File: src/rtl/uart_rx.sv
// rtl/uart_rx.sv - 8N1/8E1 UART receiver with mid-bit sampling, parity/framing checks and break hold-off
module uart_rx #(
  parameter int unsigned CLKS_PER_BIT = 16
) (
  input  logic       clk,
  input  logic       reset,
  input  logic       rx_pin,
  input  logic       parity_enable,
  output logic [7:0] rx_data,
  output logic       data_ready,
  output logic       parity_err,
  output logic       frame_err,
  output logic       rx_busy
);

  localparam int unsigned CNT_W = (CLKS_PER_BIT > 1) ? $clog2(CLKS_PER_BIT) : 1;
  localparam logic [CNT_W-1:0] FULL_M1 = CNT_W'(CLKS_PER_BIT - 1);
  localparam logic [CNT_W-1:0] HALF_M1 = CNT_W'(CLKS_PER_BIT / 2 - 1);

  typedef enum logic [2:0] {
    S_IDLE, S_START, S_DATA, S_PARITY, S_STOP, S_BREAK
  } state_e;

  logic             sync1_q, sync2_q, prev_q;
  logic [1:0]       warm_q;
  state_e           state_q, state_d;
  logic [CNT_W-1:0] cnt_q, cnt_d;
  logic [2:0]       bit_idx_q, bit_idx_d;
  logic [7:0]       shift_q, shift_d;
  logic             par_en_q, par_en_d;
  logic             par_flag_q, par_flag_d;
  logic             frm_flag_q, frm_flag_d;
  logic             done_q, done_d;
  logic [7:0]       rx_data_q, rx_data_d;
  logic             data_ready_q, data_ready_d;
  logic             parity_err_q, parity_err_d;
  logic             frame_err_q, frame_err_d;
  logic             rx_s, fall;

  assign rx_s = sync2_q;
  // The synchronizer resets to 1, so edges are ignored until real line samples reach prev_q.
  assign fall = (warm_q == 2'd3) && prev_q && !rx_s;

  always_ff @(posedge clk) begin
    if (reset) begin
      sync1_q      <= 1'b1;
      sync2_q      <= 1'b1;
      prev_q       <= 1'b1;
      warm_q       <= 2'd0;
      state_q      <= S_IDLE;
      cnt_q        <= '0;
      bit_idx_q    <= '0;
      shift_q      <= '0;
      par_en_q     <= 1'b0;
      par_flag_q   <= 1'b0;
      frm_flag_q   <= 1'b0;
      done_q       <= 1'b0;
      rx_data_q    <= 8'h00;
      data_ready_q <= 1'b0;
      parity_err_q <= 1'b0;
      frame_err_q  <= 1'b0;
    end else begin
      sync1_q      <= rx_pin;
      sync2_q      <= sync1_q;
      prev_q       <= rx_s;
      if (warm_q != 2'd3) warm_q <= warm_q + 2'd1;
      state_q      <= state_d;
      cnt_q        <= cnt_d;
      bit_idx_q    <= bit_idx_d;
      shift_q      <= shift_d;
      par_en_q     <= par_en_d;
      par_flag_q   <= par_flag_d;
      frm_flag_q   <= frm_flag_d;
      done_q       <= done_d;
      rx_data_q    <= rx_data_d;
      data_ready_q <= data_ready_d;
      parity_err_q <= parity_err_d;
      frame_err_q  <= frame_err_d;
    end
  end

  always_comb begin
    state_d      = state_q;
    cnt_d        = cnt_q;
    bit_idx_d    = bit_idx_q;
    shift_d      = shift_q;
    par_en_d     = par_en_q;
    par_flag_d   = par_flag_q;
    frm_flag_d   = frm_flag_q;
    done_d       = done_q;
    rx_data_d    = rx_data_q;
    parity_err_d = parity_err_q;
    frame_err_d  = frame_err_q;
    data_ready_d = 1'b0;
    case (state_q)
      S_IDLE: begin
        if (fall) begin
          cnt_d   = '0;
          state_d = S_START;
        end
      end
      S_START: begin
        if (cnt_q == HALF_M1) begin
          cnt_d = '0;
          if (!rx_s) begin
            state_d    = S_DATA;
            bit_idx_d  = '0;
            par_en_d   = parity_enable;
            par_flag_d = 1'b0;
            frm_flag_d = 1'b0;
          end else begin
            state_d = S_IDLE;
          end
        end else begin
          cnt_d = cnt_q + CNT_W'(1);
        end
      end
      S_DATA: begin
        if (cnt_q == FULL_M1) begin
          cnt_d              = '0;
          shift_d[bit_idx_q] = rx_s;
          bit_idx_d          = bit_idx_q + 3'd1;
          if (bit_idx_q == 3'd7) state_d = par_en_q ? S_PARITY : S_STOP;
        end else begin
          cnt_d = cnt_q + CNT_W'(1);
        end
      end
      S_PARITY: begin
        if (cnt_q == FULL_M1) begin
          cnt_d      = '0;
          par_flag_d = rx_s ^ (^shift_q);
          state_d    = S_STOP;
        end else begin
          cnt_d = cnt_q + CNT_W'(1);
        end
      end
      S_STOP: begin
        // done_q marks the cycle after the stop sample, when results are published.
        if (done_q) begin
          done_d       = 1'b0;
          rx_data_d    = shift_q;
          parity_err_d = par_flag_q;
          frame_err_d  = frm_flag_q;
          data_ready_d = 1'b1;
          state_d      = rx_s ? S_IDLE : S_BREAK;
        end else if (cnt_q == FULL_M1) begin
          cnt_d      = '0;
          frm_flag_d = !rx_s;
          done_d     = 1'b1;
        end else begin
          cnt_d = cnt_q + CNT_W'(1);
        end
      end
      S_BREAK: begin
        if (rx_s) state_d = S_IDLE;
      end
      default: state_d = S_IDLE;
    endcase
  end

  assign rx_data    = rx_data_q;
  assign data_ready = data_ready_q;
  assign parity_err = parity_err_q;
  assign frame_err  = frame_err_q;
  assign rx_busy    = (state_q != S_IDLE);

endmodule

File: config.mk
export PLATFORM = sky130hd
export DESIGN_NAME = uart_rx
export DESIGN_NICKNAME = d
export VERILOG_FILES = /design/src/rtl/uart_rx.sv
export SDC_FILE = /design/constraint.sdc
export NUM_CORES = 1
export LEC_CHECK = 0
export BUFFER_PORTS_ARGS = -buffer_cell sky130_fd_sc_hd__buf_4
export CAP_MARGIN = 20
export CORE_ASPECT_RATIO = 1.25
export CORE_MARGIN = 1.5
export CORE_UTILIZATION = 38
export CTS_CLUSTER_DIAMETER = 120
export DETAILED_ROUTE_END_ITERATION = 16
export SLEW_MARGIN = 20
export SYNTH_ARGS = -nofsm -noshare
export SYNTH_HDL_FRONTEND = slang
export SYNTH_SLANG_ARGS = --single-unit
export TNS_END_PERCENT = 1
File: constraint.sdc
create_clock -name clk -period 3.9 [get_ports clk]
set_input_delay 0.585 -clock clk [delete_from_list [all_inputs] [get_ports clk]]
set_output_delay 0.585 -clock clk [all_outputs]
set_load 0.01 [all_outputs]
==> impl_metrics.env, run 1 <==
export IMPL_status="finished, final reports clean"
export IMPL_drive_gt1_frac=0.1667
export IMPL_gp_congestion=0.8649
export IMPL_cp_max_fo=20
export IMPL_hold_class="register to register"
export IMPL_grt_overflow_total=0
export IMPL_grt_pass1_wl_mm=6.334
export IMPL_synth_cell_type_count=51
export IMPL_ir_worst_vdd_uv=215.8
export IMPL_synth_cells=206
export IMPL_cts_setup_buffers=0
export IMPL_initial_core_util=0.3989
export IMPL_cts_hold_buffers=0
export IMPL_drt_total_wl_mm=3.858
export IMPL_multiInputGateArea_um2=1066
export IMPL_dr_total_vias=1488
export IMPL_powerDensity_nw_per_um2=446.5
export IMPL_path_class="register to primary output"
export IMPL_hold_viol=0
export IMPL_grtUsageTotal=0.1542
export IMPL_synth_top_area_frac=0.3974
export IMPL_synth_fp_nets=214
export IMPL_synth_seq_cells=38
export IMPL_vias_per_cell=5.391
export IMPL_finalClockSkew_ps=8.686
export IMPL_power_leakage_uw=0.0008163
export IMPL_wl_per_cell_um=13.98
export IMPL_synth_ff_type="dfxtp_1"
export IMPL_setup_violations=0
export IMPL_clock_latency_ps=300
export IMPL_post_place_ws_ps=1847
export IMPL_antenna_found_initial=0
export IMPL_cp_start_kind="register"
export IMPL_nFillCells=475
export IMPL_drv_cap=0
export IMPL_synthTopCellsByArea="dfxtp_1 (40%), mux2i_1 (5.8%), a22o_1 (4.6%)"
export IMPL_placementRows=28
export IMPL_dieArea_um2=5475
export IMPL_n_antenna_cell=0
export IMPL_synth_area_per_cell_um2=9.293
export IMPL_cts_made_buffers=5
export IMPL_clockBufferDepth=2
export IMPL_synth_top_area_cell="dfxtp_1"
export IMPL_tightestPinTransition_ps=697.5
export IMPL_yosysWarnings=0
export IMPL_crit_path_end_kind="primary output"
export IMPL_cts_resized=0
export IMPL_grt_pass1_vias=1335
export IMPL_htreeDepth=2
export IMPL_dp_hpwl_mm=2.666
export IMPL_critical_path_arrival_ps=1550
export IMPL_dr_pass1_iters=4
export IMPL_regArea_um2=760.7
export IMPL_rsz0062_at_grt="no"
export IMPL_mostFrequentLayoutCells="dfxtp_1 (38), nor2_1 (20), buf_4 (15)"
export IMPL_final_common_cell="dfxtp_1"
export IMPL_syn2layout_area_growth_pct=11.24
export IMPL_synth_async_reset_ratio=0
export IMPL_synth_area_um2=1914
export IMPL_core_area_um2=4800
export IMPL_cts_tree="yes"
export IMPL_cts_num_sinks=38
export IMPL_fin_nets=223
export IMPL_die_x_um=66.49
export IMPL_die_h_um=82.36
export IMPL_fin_crit_ps=2140
export IMPL_grt_max_degree=30
export IMPL_port_buffers=15
export IMPL_drc=0
export IMPL_clkTransAtPathRegs_ps=80
export IMPL_max_freq_ghz=0.4674
export IMPL_ctsRootBufferMaster="clkbuf_8"
export IMPL_setup_ws_ps=1760
export IMPL_fin_crit_sh=0.5486
export IMPL_maxSlewViolCount=0
export IMPL_num_io_pins=16
export IMPL_synth_edf_count=0
export IMPL_required_ps=3310
export IMPL_antenna_left=0
export IMPL_drt_iter0_drc=78
export IMPL_relSlewSlack=0.5344
export IMPL_setup_tns_ps=0
export IMPL_synth_seq_area_share=0.3974
## flip-flops by register name, summed over array words and instances (netlist names), 2 cells and up
register / count
rx_data: 8
shift_q: 8
state_q: 3
bit_idx_q: 3
warm_q: 2
cnt_q: 4
## critical path, stage by stage (launching register included)
cell     delay, ps
dfxtp_1        730
nor2_1         230
nand2_1        170
buf_4          130
## per-stage QoR
stage / power, uW / cell area, um^2 / utilization / hold slack [ps] / instances
floorplan: 631.6 / 1914 / - / 389.5 / 206
global placement: 666.0 / 2029 / 0.4228 / 393.0 / 267
detailed placement: 669.7 / 2034 / 0.4239 / 397.7 / 268
CTS: 955.9 / 2130 / 0.4437 / 415.7 / 276
global route: 998.9 / 2130 / 0.4437 / 424.1 / 276
finish: 950.9 / 2130 / 0.4437 / 411.7 / 276
## report_power, final
part | internal, uW | switching, uW | total [uW]
Sequential | 407 | 48.7 | 455
Clock | 142 | 146 | 289
Combinational | 97.9 | 109 | 207
## layer usage
metal  up-vias  track usage  wire length (um)
met5         -            0                 0
li1        766            -                 -
met3         6      0.04065               121
met2        21       0.2470              1734
met4         0      0.06531                73
met1       695       0.1958              1928
## cell type report
type / count / share of cell area
clock buffer: 6 / 0.03878
clock inverter: 2 / 0.005875
inverter: 4 / 0.007051
multi-input combinational: 150 / 0.5006
sequential: 38 / 0.3572
tap: 60 / 0.03525
timing repair buffer: 16 / 0.05523
## final timing paths
check	start	to	slack [ps]	cells past startpoint
worst max-delay path	state_q[1]	rx_busy	1760	3
worst min-delay path	sync1_q	rx_s	410	1
worst max register to register	state_q[2]	state_q[2]	1780	4
worst min register to register	sync1_q	rx_s	410	1
## cell usage after synthesis, drive strengths merged (3+ instances only)
| master | count |
|---|---|
| nand2b | 7 |
| nand2 | 10 |
| nor4 | 4 |
| nor3b | 3 |
| ha | 4 |
| nor2 | 20 |
| buf | 10 |
| mux2i | 11 |
| o21ai | 8 |
| inv | 4 |
| a21oi | 11 |
| dfxtp | 38 |
| nand3 | 6 |
| a22o | 10 |
| xnor2 | 5 |
| nand4 | 4 |
| or2 | 5 |
| xor2 | 3 |
| clkbuf | 4 |
| a211oi | 4 |
## kinds of logic (layout without fill, tap and decap cells)
kind of cell             count (synthesis)  in the layout  synth area share
multiplexers                            12             12           0.06536
XOR/XNOR                                 9              9           0.04837
AND/OR/NAND/NOR                         77             77            0.2268
AO/OA/AOI/OAI                           48             48            0.1902
adder cells (fa/ha/maj)                  4              4           0.02614
buffers and inverters                   18             28           0.04574
flip-flops                              38             38            0.3974
Power figures use the tool's default switching activity.
==> run 2, diff against run 1 <==
Clock period 3.9 ns to 2.22 ns, I/O delays scaled along.
==> run 2 against run 1 <==
Net effect: flip-flop and latch count did not move; critical path depth is 2 higher; non-clock buffer count is 6 higher; setup slack worse by 1300 ps; critical path type is now register to register; combinational power rose by 110%; register-to-register slack lost 1400 ps; sequential share of layout area shrank 0.78 points; highest routed layer unchanged; largest power group unchanged; clock skew grew 0.76 ps; die area stayed put; routed wire length rose by 4.1%.
==> impl_metrics.env, run 2 (synthesis gave the netlist of run 1 again) <==
export IMPL_crit_buf_inv=0
export IMPL_fin_crit_sh=0.8075
export IMPL_min_from="rx_pin"
export IMPL_grt_pass1_wl_mm=6.575
export IMPL_crit_family="simple AND/OR/NAND/NOR gates"
export IMPL_crit_path_end_kind="register"
export IMPL_ff2ff_path_depth=5
export IMPL_cp_max_fo=8
export IMPL_rsz0062_at_grt="no"
export IMPL_clkTransAtPathRegs_ps=80
export IMPL_cpMaxStageDelayCell="nor4_1"
export IMPL_max_freq_ghz=0.5578
export IMPL_gp_congestion=0.8865
export IMPL_ctsRootBufferMaster="clkbuf_8"
export IMPL_grt_overflow_total=0
export IMPL_die_h_um=82.36
export IMPL_final_common_cell="dfxtp_1"
export IMPL_cp_slowest_stage_delay_ps=460
export IMPL_hold_viol=0
export IMPL_die_x_um=66.49
export IMPL_crit_start="cnt_q[0]"
export IMPL_placed_area_um2=2082
export IMPL_num_io_pins=16
export IMPL_core_area_um2=4800
export IMPL_cts_tree="yes"
export IMPL_vias_per_cell=5.411
export IMPL_grt_pass1_vias=1381
export IMPL_stdcell_area_um2=2177
export IMPL_cts_hold_buffers=0
export IMPL_fin_nets=229
export IMPL_clock_latency_ps=290
export IMPL_antenna_left=0
export IMPL_maxSlewViolCount=0
export IMPL_drv_cap=0
export IMPL_status="finished, final reports clean"
export IMPL_powerDensity_nw_per_um2=773.2
export IMPL_post_place_ws_ps=468.5
export IMPL_mostFrequentLayoutCells="dfxtp_1 (38), buf_4 (22), nor2_1 (20)"
export IMPL_finalClockSkew_ps=9.449
export IMPL_fin_crit_ps=1793
export IMPL_setup_tns_ps=0
export IMPL_clockBufferDepth=2
export IMPL_cts_resized=0
export IMPL_initial_core_util=0.3989
export IMPL_setup_ws_ps=427.3
export IMPL_drive_gt1_frac=0.1892
export IMPL_placementRows=28
export IMPL_rrSetupSlack_ps=430
export IMPL_cp_start_kind="register"
export IMPL_cts_num_sinks=38
export IMPL_power_leakage_uw=0.0008475
export IMPL_path_class="register to register"
export IMPL_port_buffers=15
export IMPL_setup_violations=0
export IMPL_holdWs_ps=227.4
export IMPL_required_ps=2390
export IMPL_antenna_found_initial=0
export IMPL_dr_pass1_iters=4
export IMPL_grtUsageTotal=0.1597
export IMPL_reg2reg_to="shift_q[2]"
export IMPL_cts_setup_buffers=0
export IMPL_grt_max_degree=30
export IMPL_reg2reg_from="cnt_q[0]"
export IMPL_n_antenna_cell=0
export IMPL_dp_hpwl_mm=2.919
export IMPL_syn2layout_area_growth_pct=13.73
export IMPL_holdPathEnd="sync1_q"
export IMPL_tightestPinTransition_ps=515.3
export IMPL_final_util=0.4536
export IMPL_cts_made_buffers=5
export IMPL_drt_total_wl_mm=4.016
export IMPL_ir_worst_vdd_uv=321.1
export IMPL_hold_depth=2
export IMPL_drc=0
export IMPL_wl_per_cell_um=14.24
export IMPL_cp_cell_sequence="ha_1, nand3_1, nor4_1, mux2i_1, nor2_1"
export IMPL_htreeDepth=2
export IMPL_critical_path_arrival_ps=1960
export IMPL_relSlewSlack=0.6554
export IMPL_dieArea_um2=5475
export IMPL_nFillCells=464
export IMPL_hold_class="input pin to register"
export IMPL_dr_total_vias=1526
export IMPL_drt_iter0_drc=72
[run 2: how the worst max path moves through the flow]
stage                  to  slack (ps)  cells past startpoint
6_report       shift_q[2]         430                      5
5_1_grt        shift_q[0]         310                      5
4_1_cts        state_q[2]         440                      4
3_5_place_dp   state_q[2]         470                      4
3_3_place_gp   state_q[2]         490                      4
2_1_floorplan  state_q[2]         630                      5
[run 2: power breakdown]
part | internal (uW) | leakage [uW] | switching, uW
Clock | 250 | 0.0000472 | 249
Sequential | 714 | 0.000308 | 44.6
Combinational | 192 | 0.000493 | 234
Total | 1160 | 0.000847 | 528
[run 2: area by class of cell]
cell class	count	area, um^2	share of cell area
Multi-Input combinational cell	150	1066	0.4897
Sequential cell	38	760.7	0.3494
Timing Repair Buffer	22	165.2	0.07586
Clock buffer	6	82.58	0.03793
Tap cell	60	75.07	0.03448
Inverter	4	15.01	0.006897
Clock inverter	2	12.51	0.005747
[run 2: layer usage]
metal | vias up | share of wire | wire length (um) | global-route usage
met1 | 702 | 0.45 | 1799 | 0.2000
met3 | 6 | 0.050 | 202 | 0.03930
met5 | - | 0 | 0 | 0
met2 | 37 | 0.48 | 1933 | 0.2580
li1 | 781 | - | - | -
met4 | 0 | 0.020 | 80 | 0.07347
[run 2: worst register-to-register path: cells and delay by family (launching register included)]
family        cells  cell delay, ps
fa+ha+maj         1             270
flops             1             390
simple gates      3             780
mux               1             240
[run 2: stage by stage]
| stage | total power, uW | std cells |
|---|---|---|
| floorplan | 1110 | 206 |
| global placement | 1197 | 274 |
| detailed placement | 1199 | 274 |
| CTS | 1703 | 282 |
| global route | 1783 | 282 |
| finish | 1683 | 282 |
==> run 3, diff against run 2 <==
Clock period 2.22 ns to 1.8 ns, I/O delays scaled along.
==> run 3 against run 2 <==
Net effect: register-to-register slack worse by 350 ps; critical path depth is 1 lower; maximum frequency is 4.1% higher; setup slack worse by 350 ps; via count is 3.1% higher; hold slack worse by 70 ps; power is 35% higher; flip-flop and latch count stayed put; non-clock buffer count is 10 higher.
==> impl_metrics.env, run 3 (synthesis gave the netlist of run 1 again) <==
export IMPL_status="finished, final reports clean"
export IMPL_rsz0062_at_grt="no"
export IMPL_cts_num_sinks=38
export IMPL_gp_congestion=0.8472
export IMPL_reg2reg_from="state_q[0]"
export IMPL_cp_start_kind="register"
export IMPL_holdWs_ps=157.1
export IMPL_ir_worst_vdd_uv=493.2
export IMPL_powerDensity_nw_per_um2=994.6
export IMPL_syn2layout_area_growth_pct=19.28
export IMPL_dr_total_vias=1574
export IMPL_crit_start="state_q[0]"
export IMPL_setup_tns_ps=0
export IMPL_cp_cell_sequence="or4b_1, o31a_4, o221a_4, mux2_4"
export IMPL_drc=0
export IMPL_min_from="rx_pin"
export IMPL_wl_per_cell_um=14.21
export IMPL_cts_setup_buffers=0
export IMPL_cts_made_buffers=5
export IMPL_path_class="register to register"
export IMPL_critical_path_arrival_ps=1920
export IMPL_antenna_found_initial=0
export IMPL_dr_pass1_iters=4
export IMPL_clkTransAtPathRegs_ps=80
export IMPL_initial_core_util=0.3989
export IMPL_grt_overflow_total=0
export IMPL_tightestPinTransition_ps=518.8
export IMPL_htreeDepth=2
export IMPL_required_ps=2000
export IMPL_drt_iter0_drc=84
export IMPL_placementRows=28
export IMPL_fin_crit_sh=0.9567
export IMPL_die_h_um=82.36
export IMPL_switching_share=0.3045
export IMPL_p_int_uw=1580
export IMPL_p_seq_frac=0.404
export IMPL_clockBufferDepth=2
export IMPL_grt_pass1_vias=1354
export IMPL_cts_resized=0
export IMPL_antenna_left=0
export IMPL_grt_pass1_wl_mm=6.596
export IMPL_ctsRootBufferMaster="clkbuf_8"
export IMPL_dieArea_um2=5475
export IMPL_num_io_pins=16
export IMPL_core_area_um2=4800
export IMPL_drv_cap=0
export IMPL_setup_violations=0
export IMPL_setup_ws_ps=77.86
export IMPL_cp_max_fo=7
export IMPL_max_freq_ghz=0.5807
export IMPL_power_leakage_uw=0.0009004
export IMPL_port_buffers=15
export IMPL_clkPwrFrac=0.322
export IMPL_cp_slowest_stage_delay_ps=660
export IMPL_finalClockSkew_ps=10.89
export IMPL_p_switching_uw=691.5
export IMPL_relSlewSlack=0.6530
export IMPL_mostFrequentLayoutCells="dfxtp_1 (38), buf_4 (32), nor2_1 (20)"
export IMPL_n_antenna_cell=0
export IMPL_final_common_cell="dfxtp_1"
export IMPL_clock_latency_ps=300
export IMPL_grtUsageTotal=0.1643
export IMPL_cpMaxStageDelayCell="or4b_1"
export IMPL_maxSlewViolCount=0
export IMPL_crit_path_end_kind="register"
export IMPL_vias_per_cell=5.390
export IMPL_fin_nets=239
export IMPL_drt_total_wl_mm=4.150
export IMPL_drive_gt1_frac=0.2328
export IMPL_post_place_ws_ps=103.1
export IMPL_grt_max_degree=30
export IMPL_hold_class="input pin to register"
export IMPL_cts_tree="yes"
export IMPL_dp_hpwl_mm=3.097
export IMPL_die_x_um=66.49
export IMPL_fin_crit_ps=1722
export IMPL_hold_viol=0
export IMPL_cts_hold_buffers=0
export IMPL_share_comb_of_total_power=0.274
## run 3: per-layer routing
layer  track usage  wire, um  vias up
met1        0.2070      1927      734
met5             0         0        -
li1              -         -      797
met4       0.08571        92        0
met2        0.2590      1958       36
met3       0.04065       171        7
## run 3: stage by stage
stage	power [uW]	utilization	cell area [um^2]	instances
2_1_floorplan	1369	-	1914	206
3_3_place_gp	1539	0.4494	2157	284
3_5_place_dp	1550	0.4494	2157	284
4_1_cts	2288	0.4731	2271	292
5_1_grt	2383	0.4758	2283	292
6_report	2271	0.4758	2283	292
## run 3: final timing paths
path	endpoint	slack, ps	depth (start not counted)
setup / recovery	state_q[2]	80	4
hold / removal	sync1_q	160	2
setup reg to reg	state_q[2]	80	4
hold reg to reg	rx_s	410	1
## run 3: area by class of cell
cell class                 instances  area (um^2)
tap                               60        75.07
inverter                           4        15.01
clock buffer                       5        68.82
timing repair buffer              32        240.2
sequential                        38        760.7
clock inverter                     3        45.04
fill                             477         2516
multi-input combinational        150         1079
## run 3: critical path, delay by kind of cell, from the launching register on
family,cells,cell delay (ps)
DFF,1,370
AOI/OAI and AO/OA,2,300
muxes,1,290
and+or+nand+nor,1,660
## run 3: power groups by stage
stage / clock network, uW / registers (uW) / logic (uW)
2_1_floorplan: 0 / 919 / 449
3_3_place_gp: 0 / 932 / 607
3_5_place_dp: 0 / 937 / 613
4_1_cts: 756 / 917 / 614
5_1_grt: 789 / 923 / 670
6_report: 732 / 917 / 622
